**config.mk**
```make
export PLATFORM = sky130hd
export DESIGN_NAME = psum_window_acc
export DESIGN_NICKNAME = d
export VERILOG_FILES = /design/src/rtl/psum_acc_pkg.sv /design/src/rtl/psum_lane.sv /design/src/rtl/psum_window_acc.sv
export SDC_FILE = /design/constraint.sdc
export NUM_CORES = 1
export LEC_CHECK = 0
export CORE_MARGIN = 5
export CORE_UTILIZATION = 69
export DETAILED_ROUTE_END_ITERATION = 10
export DONT_BUFFER_PORTS = 1
export PLACE_DENSITY = 0.91
export SLEW_MARGIN = 20
export SYNTH_ARGS = -nofsm -noshare
export SYNTH_HDL_FRONTEND = slang
export SYNTH_SLANG_ARGS = --single-unit
export TNS_END_PERCENT = 5
```
**constraint.sdc**
```tcl
create_clock -name clk -period 10.2 [get_ports clk]
set_clock_uncertainty 0.05 [all_clocks]
set_input_delay 1.02 -clock clk [delete_from_list [all_inputs] [get_ports clk]]
set_output_delay 1.02 -clock clk [all_outputs]
set_load 0.01 [all_outputs]
```
**src/rtl/psum_acc_pkg.sv**
```systemverilog
// Shared constants and helpers for the partial-sum window accumulator.
// sat_conv is only referenced when PSUM_ACC_SAT_EN is defined.
package psum_acc_pkg;

   localparam logic MODE_SLIDE = 1'b0;
   localparam logic MODE_BLOCK = 1'b1;

   function automatic int clog2(input int value);
      int r;
      r = 0;
      while ((1 << r) < value) r++;
      return r;
   endfunction

   // Clamp a sign-extended sum into a signed out_w-bit range; flag reports clamping.
   function automatic logic signed [63:0] sat_conv(input logic signed [63:0] v,
                                                   input int out_w,
                                                   output logic flag);
      logic signed [63:0] hi;
      logic signed [63:0] lo;
      hi = (64'sd1 <<< (out_w - 1)) - 64'sd1;
      lo = -(64'sd1 <<< (out_w - 1));
      flag = 1'b0;
      if (v > hi) begin
         flag = 1'b1;
         return hi;
      end
      if (v < lo) begin
         flag = 1'b1;
         return lo;
      end
      return v;
   endfunction

endpackage

```
**src/rtl/psum_lane.sv**
```systemverilog
// One accumulator lane: ring buffer of the last WIN inputs, exact running sum,
// and the registered output conversion (saturating with PSUM_ACC_SAT_EN, else wrapping).
module psum_lane
   import psum_acc_pkg::*;
#(
   parameter int IN_W  = 16,
   parameter int OUT_W = 16,
   parameter int WIN   = 3,
   parameter int ACC_W = 18,
   parameter int PW    = 2
) (
   input  logic             clk,
   input  logic             flush,
   input  logic             beat,
   input  logic             full,
   input  logic             clr,
   input  logic             load,
   input  logic [PW-1:0]    wp,
   input  logic [IN_W-1:0]  psum,
   output logic [OUT_W-1:0] acc_out
`ifdef PSUM_ACC_SAT_EN
   ,
   output logic             sat_flag
`endif
);

   logic [IN_W-1:0]         ring_q [WIN];
   logic [IN_W-1:0]         ring_d [WIN];
   logic [IN_W-1:0]         old_val;
   logic signed [ACC_W-1:0] sum_q, sum_d, sum_new;
   logic [OUT_W-1:0]        acc_q, acc_d;
`ifdef PSUM_ACC_SAT_EN
   logic                    sat_q, sat_d;
   logic signed [63:0]      wide;
`endif

   always_comb begin
      ring_d  = ring_q;
      sum_d   = sum_q;
      acc_d   = acc_q;
      // Once the window is full the slot under wp holds the sample leaving the window.
      old_val = full ? ring_q[wp] : '0;
      sum_new = sum_q + {{(ACC_W-IN_W){psum[IN_W-1]}}, psum}
                      - {{(ACC_W-IN_W){old_val[IN_W-1]}}, old_val};
`ifdef PSUM_ACC_SAT_EN
      sat_d   = sat_q;
      wide    = {{(64-ACC_W){sum_new[ACC_W-1]}}, sum_new};
`endif
      if (beat) begin
         ring_d[wp] = psum;
         sum_d      = clr ? '0 : sum_new;
      end
      if (load) begin
`ifdef PSUM_ACC_SAT_EN
         acc_d = OUT_W'(sat_conv(wide, OUT_W, sat_d));
`else
         acc_d = OUT_W'(sum_new);
`endif
      end
   end

   always_ff @(posedge clk) begin
      ring_q <= ring_d;
   end

   always_ff @(posedge clk) begin
      if (flush) begin
         sum_q <= '0;
         acc_q <= '0;
`ifdef PSUM_ACC_SAT_EN
         sat_q <= 1'b0;
`endif
      end else begin
         sum_q <= sum_d;
         acc_q <= acc_d;
`ifdef PSUM_ACC_SAT_EN
         sat_q <= sat_d;
`endif
      end
   end

   assign acc_out = acc_q;
`ifdef PSUM_ACC_SAT_EN
   assign sat_flag = sat_q;
`endif

endmodule

```
**src/rtl/psum_window_acc.sv**
```systemverilog
// Multi-lane sliding/block window partial-sum accumulator with a single output register.
// Optional saturation and sat_flag port are enabled by PSUM_ACC_SAT_EN.
module psum_window_acc
   import psum_acc_pkg::*;
#(
   parameter int IN_W  = 16,
   parameter int OUT_W = 16,
   parameter int WIN   = 3,
   parameter int LANES = 4
) (
   input  logic                   clk,
   input  logic                   rst,
   input  logic                   en,
   input  logic                   block_mode,
   input  logic                   in_valid,
   output logic                   in_ready,
   input  logic [LANES*IN_W-1:0]  psum_in,
   output logic                   out_valid,
   input  logic                   out_ready,
   output logic [LANES*OUT_W-1:0] accum_out
`ifdef PSUM_ACC_SAT_EN
   ,
   output logic [LANES-1:0]       sat_flag
`endif
);

   localparam int ACC_W = IN_W + clog2(WIN);
   localparam int PW    = clog2(WIN);
   localparam int FW    = clog2(WIN + 1);
   localparam logic [FW-1:0] WIN_F   = FW'(WIN);
   localparam logic [PW-1:0] WP_LAST = PW'(WIN - 1);

   logic [FW-1:0] fill_q, fill_d, fill_post;
   logic [PW-1:0] wp_q, wp_d;
   logic          mode_q, mode_d, mode_eff;
   logic          out_valid_q, out_valid_d;
   logic          flush, accept, full, complete, blk_clr;

   always_comb begin
      flush     = rst || !en;
      in_ready  = !out_valid_q || out_ready;
      accept    = in_valid && in_ready && !flush;
      full      = (fill_q == WIN_F);
      fill_post = full ? fill_q : fill_q + FW'(1);
      // block_mode only matters on the beat that opens a window.
      mode_eff  = (fill_q == '0) ? block_mode : mode_q;
      complete  = accept && (fill_post == WIN_F);
      blk_clr   = complete && (mode_eff == MODE_BLOCK);

      fill_d      = fill_q;
      wp_d        = wp_q;
      mode_d      = mode_q;
      out_valid_d = out_valid_q;

      if (accept) begin
         fill_d = fill_post;
         wp_d   = (wp_q == WP_LAST) ? '0 : wp_q + PW'(1);
         if (fill_q == '0) mode_d = block_mode;
         if (blk_clr) begin
            fill_d = '0;
            wp_d   = '0;
         end
      end

      if (complete)       out_valid_d = 1'b1;
      else if (out_ready) out_valid_d = 1'b0;

      if (flush) begin
         fill_d      = '0;
         wp_d        = '0;
         mode_d      = MODE_SLIDE;
         out_valid_d = 1'b0;
      end
   end

   always_ff @(posedge clk) begin
      if (rst) begin
         fill_q      <= '0;
         wp_q        <= '0;
         mode_q      <= MODE_SLIDE;
         out_valid_q <= 1'b0;
      end else begin
         fill_q      <= fill_d;
         wp_q        <= wp_d;
         mode_q      <= mode_d;
         out_valid_q <= out_valid_d;
      end
   end

   assign out_valid = out_valid_q;

   for (genvar i = 0; i < LANES; i++) begin : g_lane
      psum_lane #(
         .IN_W (IN_W),
         .OUT_W(OUT_W),
         .WIN  (WIN),
         .ACC_W(ACC_W),
         .PW   (PW)
      ) u_lane (
         .clk     (clk),
         .flush   (flush),
         .beat    (accept),
         .full    (full),
         .clr     (blk_clr),
         .load    (complete),
         .wp      (wp_q),
         .psum    (psum_in[i*IN_W +: IN_W]),
         .acc_out (accum_out[i*OUT_W +: OUT_W])
`ifdef PSUM_ACC_SAT_EN
         ,
         .sat_flag(sat_flag[i])
`endif
      );
   end

endmodule
```
==> results summary, run 1 <==
The tree is rooted in a clkbuf_16. The die width came out at ~160 um. The initial standard-cell utilization of the core is 0.703. After clock tree synthesis, the flow added hold-fix buffers numbering 0. STA classifies the critical path endpoint as a flip-flop. Ranked by total cell area, the synthesized netlist is headed by edfxtp_1 (35%), dfxtp_1 (16%), fa_1 (7.3%). The synthesized design contains 192 enable-type register cells. The number of cells on the worst hold path came out at 2.

The clock sink total is between 300 and 400. The source of the worst register-to-register timing path is wp_q[0]. The weighted congestion at the end of routability-driven global placement is roughly 0.91. The count of cells in the finished layout, fillers not included, comes to between 1500 and 2000. The number of detailed-route iterations in the first pass is 6. The deepest clock path buffer count is 3. Counting every net in the synthesized netlist gives 1826. The post-detailed-route DRC marker count came out at 0. The number of hold violations in the final report is 0. In this run, post-CTS repair resized a total of 0 instances. The synthesis-stage register bit count is roughly 330.

The diode insertion count for antenna repair came out at 0. The leakage power total is approximately 7 nW. The global-route total usage across every layer is 0.297.

The areal power density over the cells is about 170 nW/um^2. Summing over every cut layer, the via total after detailed routing is between 10000 and 15000. Of the total synthesized cell area, the portion taken by AND, OR, NAND and NOR gates is 0.0983. The required time at the worst-slack endpoint came out at between 10 and 15 ns. The count of routing violations after the opening detailed-route iteration came out at about 1100. The setup-violating endpoint count in the final report is 0. The share of layout cells above drive strength 1 came out at 0.0525. The setup slack of the worst register-to-register path came out at around 5.4 ns. Port buffering added 0 buffers. Clock tree synthesis inserted a total of 34 buffers. The number of antenna violations at the first check in global routing came out at 0.

The count of distinct cell types in the synthesized netlist came out at 50. The worst hold-check path type is flip-flop to flip-flop. After detailed routing, the number of vias per cell comes to between 6 and 7. Measured against its own limit, the worst slew margin works out to 0.262.

The top cell types in the final layout, fill and taps aside, are inv_1 (245), nor2_1 (237), edfxtp_1 (192), a21oi_1 (147), dfxtp_1 (132). From bottom edge to top edge, the die measures 165 um. The worst slack on hold paths came out at a little over 0.4 ns. The routed wire length per instance came out at slightly above 20 um. The largest fanout on the critical path came out at 53. Setup repair after global routing left no endpoint under its margin. The first global-routing pass estimated approximately 63 mm of wire. The synthesized area per cell came out at approximately 10 um^2. In this run the most critical hold path is launched from g_lane[1].u_lane.sum_q[8]. The main flop type after synthesis is edfxtp_1. The post-synthesis instance total came out at about 1600.

The kind of start point of the critical path is a flip-flop. The filler cells instantiated in the layout total roughly 1400. The number of warning messages in the yosys log is 0.

The post-synthesis xor/xnor area fraction came out at 0.0312. The most frequent standard cell in the layout excluding fill and tap cells is inv_1. The buffers inserted during post-CTS setup optimization came out at 0. The run finished with clean final reports. TritonCTS built the clock tree. The worst hold path terminates at g_lane[1].u_lane.sum_q[8]. In the final design database the tool counted 1808 nets. The synthesized-area fraction occupied by ao, oa, aoi and oai cells came to 0.127. The aggregate negative setup slack is 0 ns. Counting flops with an async set or reset pin after synthesis yields a share of 0. The clock period minus final worst setup slack is around 4.8 ns. The upper clock frequency limit is between 0.2 and 0.25 GHz.

The HPWL reported at the end of detailed placement is between 20 and 30 mm. For the worst setup path, the data arrival time is roughly 5.1 ns. For the pin with the worst max-slew slack, the measured transition is between 1 and 1.5 ns. The largest family of logic cells by synthesized area is compound AO/OA/AOI/OAI gates.

The area enclosed by the die boundary came out at between 20000 and 30000 um^2. The post-route clock period utilization came out at 0.469. The H-tree was split into 2 levels. The pin count of the biggest net entering global routing came out at 80. The number of cells on the worst reg-to-reg path came out at 15. The number of placed instances, taps included, is between 1500 and 2000. The insertion delay of the later-clocked pin in the worst-skew pair is around 0.52 ns. The clock input transition at the sequential cells of the worst setup and hold paths came out at about 0.06 ns. Of the post-synthesis cell area, the dominant cell type holds 0.349. The floorplan has between 50 and 60 rows. Of all cell types, the one taking the most synthesized area is edfxtp_1. The overall overflow remaining after global route is 0.

The area growth from synthesis to layout came out at 8.27%. Summing every instance area after synthesis gives roughly 17000 um^2. The multiplexer area fraction after synthesis is 0.0399.

The total detailed-routing wirelength is a little under 40 mm. The number of slew-limit violations in the final report is 0. The number of global-route vias before repair is roughly 12000. The post-synthesis sequential area ratio is 0.511. The number of I/O pins is about 140. The number of nets with antenna violations after detailed routing is 0.

Of the total synthesized cell area, the portion taken by full adders, half adders and majority gates is 0.121. Across the run, the number of max-cap violations was 0. The critical path starts at wp_q[0].

The endpoint identified for the worst register-to-register timing path is g_lane[3].u_lane.sum_q[13]. In this run the standard cell core region covers about 24000 um^2. The setup path with the least slack is of type flip-flop to flip-flop.

The worst vdd rail ir drop came out at between 0.15 and 0.2 mV.
## state kept, by name, indices dropped and copies added, names as in the netlist
| name | flops |
|---|---|
| g_lane.u_lane.acc_out | 64 |
| g_lane.u_lane.ring_q | 192 |
| wp_q | 2 |
| mode_q | 1 |
| out_valid | 1 |
| fill_q | 2 |
| g_lane.u_lane.sum_q | 64 |
## cell usage after synthesis, types with 8 or more instances
master and n:
inv_1 245, nor2_1 238, edfxtp_1 192, a21oi_1 147
dfxtp_1 134, nand2_1 92, o21ai_0 82, mux2i_1 66
ha_1 64, fa_1 60, clkbuf_1 48, xnor2_1 45
nand3_1 26, a22oi_1 21, a21o_1 16, a22o_1 15
buf_2 14, xor2_1 14, a211oi_1 11, nand4_1 10
o21a_1 10, nor3_1 8
## how the worst max path moves through the flow
stage                                   end  slack (ns)  depth (start not counted)
4_1_cts          g_lane[3].u_lane.sum_q[13]        5.52                         15
3_3_place_gp   g_lane[3].u_lane.acc_out[14]        5.72                         15
3_5_place_dp   g_lane[3].u_lane.acc_out[13]        5.58                         15
5_1_grt          g_lane[3].u_lane.sum_q[13]        5.12                         15
6_report         g_lane[3].u_lane.sum_q[13]        5.42                         15
2_1_floorplan   g_lane[0].u_lane.ring_q[16]        3.25                          5
## per-layer routing
| layer | share of wire | routed length [um] | vias to the layer above | GRT usage |
|---|---|---|---|---|
| met5 | 0 | 0 | - | 0 |
| met4 | 0.038 | 1500 | 0 | 0.123 |
| met3 | 0.097 | 3860 | 116 | 0.0724 |
| met2 | 0.50 | 19700 | 596 | 0.508 |
| met1 | 0.37 | 14600 | 5807 | 0.362 |
| li1 | - | - | 5443 | - |
## kinds of logic (layout without fill, tap and decap cells)
kind of cell	count (synthesis)	count (layout)
AO/OA/AOI/OAI	346	346
buffers and inverters	314	321
multiplexers	66	66
flip-flops	326	326
AND/OR/NAND/NOR	397	397
adder cells (fa/ha/maj)	124	124
XOR/XNOR	59	59
## stage by stage
step	power (mW)	util	worst slack (ns)	cell area [um^2]
after CTS	3.13	0.761	5.52	17900
after detailed placement	1.93	0.715	5.58	16800
after global placement	1.91	0.715	5.72	16800
after global routing	3.25	0.761	5.12	17900
final	3.13	0.761	5.42	17900
after floorplan	1.83	-	3.25	16500
## area by class of cell
type	instances	area, um^2	area share
clock buffers	49	937	0.0523
well taps	319	399	0.0223
multi-input cells	992	6960	0.388
clock inverters	12	134	0.00747
inverters	245	920	0.0513
repair buffers	15	113	0.00629
flip-flops and latches	326	8450	0.472
## report_power, final
group          switching [mW]  internal, mW  total, mW
Combinational           0.302         0.192      0.494
Clock                   0.505         0.696       1.20
Sequential             0.0130          1.42       1.43
## worst max-delay path, cell delays in order, from the launching register on
cell      delay, ns
dfxtp_4        0.56
buf_4          0.82
mux2i_1        0.27
nor2_1         0.06
a21oi_1        0.20
nor2_1         0.08
fa_1           0.54
inv_1          0.05
ha_1           0.36
a21o_1         0.21
a21oi_1        0.13
o21ai_0        0.19
a21oi_1        0.41
o221ai_1       0.23
xnor2_1        0.25
o21ai_0        0.15
Power figures use the tool's default switching activity.
==> inputs of run 2 (changes only) <==
Settings changed: CORE_UTILIZATION 69 to 58, PLACE_DENSITY 0.91 to 0.82.
Clock period 10.2 ns to 4.1 ns, I/O delays scaled along.
==> run 2 against run 1 <==
  * Core utilization down 8.6 points
  * Clock-buffer cell count up 1
  * Global-route usage down 3.9 points
  * First-iteration DRC count up 13%
  * Worst hold slack worse by 0.30 ns
  * Sequential share of layout area down 2.5 points
  * Non-clock buffer count up 78
  * Setup slack worse by 5.2 ns
  * Cell count up 7.3%
  * Critical endpoint is now g_lane[1].u_lane.acc_out[15]
==> results summary, run 2 (synthesis results as in run 1) <==
The flow ran to the end, and the final reports show no timing, DRC or antenna violations. The area growth from synthesis to layout came out at 14.2%. The required time at the worst-slack endpoint came out at ~4.5 ns. The critical path is of the flip-flop to flip-flop type. The pin count of the biggest net entering global routing is 80. Summed over all layers, the routed wires come to 40.8 mm. TritonCTS built the clock tree. The number of levels in the clock H-tree came out at 2. The vias after detailed routing is approximately 12000. The met1 capacity usage during global routing is 0.331. The final-stage net count came out at between 1500 and 2000.

The worst slew margin relative to its limit came out at 0.327. The met2 layer usage reported by global route came out at 0.447. The die is 179 um tall. The post-route clock period utilization came out at 0.935. The transition time of the tightest slew-check pin is 1.01 ns. Setup repair after global routing left no endpoint under its margin. The weighted congestion at the end of routability-driven global placement came out at a little over 0.9. In this run the standard cell core region covers approximately 28000 um^2. The clock period minus final worst setup slack is around 3.8 ns. The first global-routing pass estimated 65.6 mm of wire. Walking the worst path, the cells encountered are buf_4, mux2i_1, nor2_1, a21oi_1, nor2_1, fa_1, inv_1, ha_1, and4_1, nand3_1, o21ai_0, o22ai_1, o21ai_0, xnor2_1, o21ba_2.

The deepest clock path buffer count came out at 3. The HPWL reported at the end of detailed placement came out at between 20 and 30 mm. The setup-violating endpoint count in the final report came out at 0. The area enclosed by the die boundary came out at around 32000 um^2.

The tightest min-delay check is of the input port to flip-flop type. The register with the most flip-flops in the layout has 192 of them. The insertion delay of the later-clocked pin in the worst-skew pair is 0.51 ns.

The areal power density over the cells is 427 nW/um^2. The count of routing violations after the opening detailed-route iteration came out at 1245. The number of nets with antenna violations after detailed routing is 0. The arrival time reported for the critical path endpoint came out at 4.18 ns. Of the cells placed in the final design, the portion with a size suffix greater than 1 is 0.0587. The diode insertion count for antenna repair is 0. The tree is rooted in a clkbuf_16. The number of fill cells in the layout is 2015. On the final layout, the worst hold slack is 0.108 ns. The number of cells on the worst reg-to-reg path is 15. In this run the most used layer during global routing was met2.

For this design the static power due to leakage is between 7 and 8 nW. The number of I/O pins is around 140. The aggregate negative setup slack is 0 ns. The number of slew-limit violations in the final report came out at 0. The number of detailed-route iterations in the first pass came out at 6.

The detailed-route vias per instance is 5.74. The number of global-route vias before repair came to approximately 13000. Derived from the worst setup path, the maximum achievable clock frequency is ~0.26 GHz. The global-route total usage across every layer came out at 0.258. The global-route met3 utilization is 0.0474.

The quantity of gates resized following cts came out at 0. After detailed routing, the average wire length per cell comes to between 15 and 20 um. The clock buffer count from CTS is 36. The worst setup path is launched from a flip-flop. The number of cells on the worst hold path is 3. Leaving out fill and tap cells, the most frequent cells in the layout are inv_1 (245), nor2_1 (237), edfxtp_1 (192), a21oi_1 (147), dfxtp_1 (132).

On the critical path, the stage with the largest delay is an instance of dfxtp_4. The max-cap violation count is 0. IR analysis of the VDD net gives a maximum drop of 0.360 mV.

The number of I/O port buffers came out at 0. The most frequent standard cell in the layout excluding fill and tap cells is inv_1. The number of antenna violations at the first check in global routing is 0. The number of hold violations in the final report is 0. STA classifies the critical path endpoint as a flip-flop. The largest fanout on the critical path came out at 14. On the worst path, the slowest cell contributes a delay of approximately 0.52 ns. After detailed routing, the number of remaining DRC violations is 0. The site row count is 61. The register with the most flip-flops in the final layout is g_lane.u_lane.ring_q. The initial standard-cell utilization of the core came out at 0.591. The overall overflow remaining after global route is 0.

The clock sink total is around 330. The die width is between 150 and 200 um. The clock input transition at the sequential cells of the worst setup and hold paths is roughly 0.06 ns.
==> run 2: cell types whose count changed in the layout (fill, tap and decap cells not counted), moves of 2 or more <==
cell	previous run	this run
dlygate4sd3_1	0	65
buf_4	15	24
clkinv_1	1	5
buf_12	0	3
clkbuf_16	34	37
clkbuf_1	12	10
clkinv_2	4	2
clkinvlp_4	1	3
==> run 2: layout make-up <==
type	instances	area [um^2]	area share
clock inverter	16	170	0.00901
tap	378	473	0.0250
timing repair buffer	93	906	0.0479
clock buffer	50	1000	0.0532
multi-input combinational	992	6970	0.369
sequential	326	8450	0.447
inverter	245	920	0.0487
==> run 2: routing by layer <==
metal  part of all wire  wire length, um
met5                  0                0
met4              0.029             1170
met3              0.079             3230
met2               0.50            20400
met1               0.39            16000
==> run 2: worst paths after layout <==
kind / from / endpoint / slack (ns)
max reg2reg: wp_q[0] / g_lane[1].u_lane.acc_out[15] / 0.27
min reg2reg: g_lane[3].u_lane.sum_q[11] / g_lane[3].u_lane.sum_q[11] / 0.41
min: rst / g_lane[0].u_lane.acc_out[13] / 0.11
max: wp_q[0] / g_lane[1].u_lane.acc_out[15] / 0.27
==> run 2: where the power goes <==
part	switching [mW]	internal (mW)	leakage [nW]
sequential	0.0326	3.53	2.82
combinational	0.779	0.521	3.91
clock	1.29	1.91	0.563
==> run 2: metrics by stage <==
step | area, um^2 | power [mW] | setup WS (ns) | util | std cells
finish | 18900 | 8.06 | 0.268 | 0.675 | 2100
global placement | 17100 | 4.77 | 0.275 | 0.609 | 1968
detailed placement | 17100 | 4.81 | 0.186 | 0.609 | 1968
floorplan | 16600 | 4.55 | 0.0535 | - | 1632
CTS | 18900 | 8.07 | 0.158 | 0.674 | 2099
global route | 18900 | 8.41 | 0.0135 | 0.675 | 2100
==> run 2: worst max-delay path, delay by kind of cell (launching register included) <==
kind,cells,cell delay [ns]
AO/OA/AOI/OAI,5,1.04
adder cells (fa/ha/maj),2,0.85
flip-flops,1,0.52
AND/OR/NAND/NOR,4,0.48
buffers and inverters,2,0.35
multiplexers,1,0.24
XOR/XNOR,1,0.14
==> run 2: timing repair <==
action,4_1_cts,5_1_grt
setup buffers,0,1
hold endpoints to repair,193,0
hold buffers,65,0
endpoints found under the setup margin,0,16
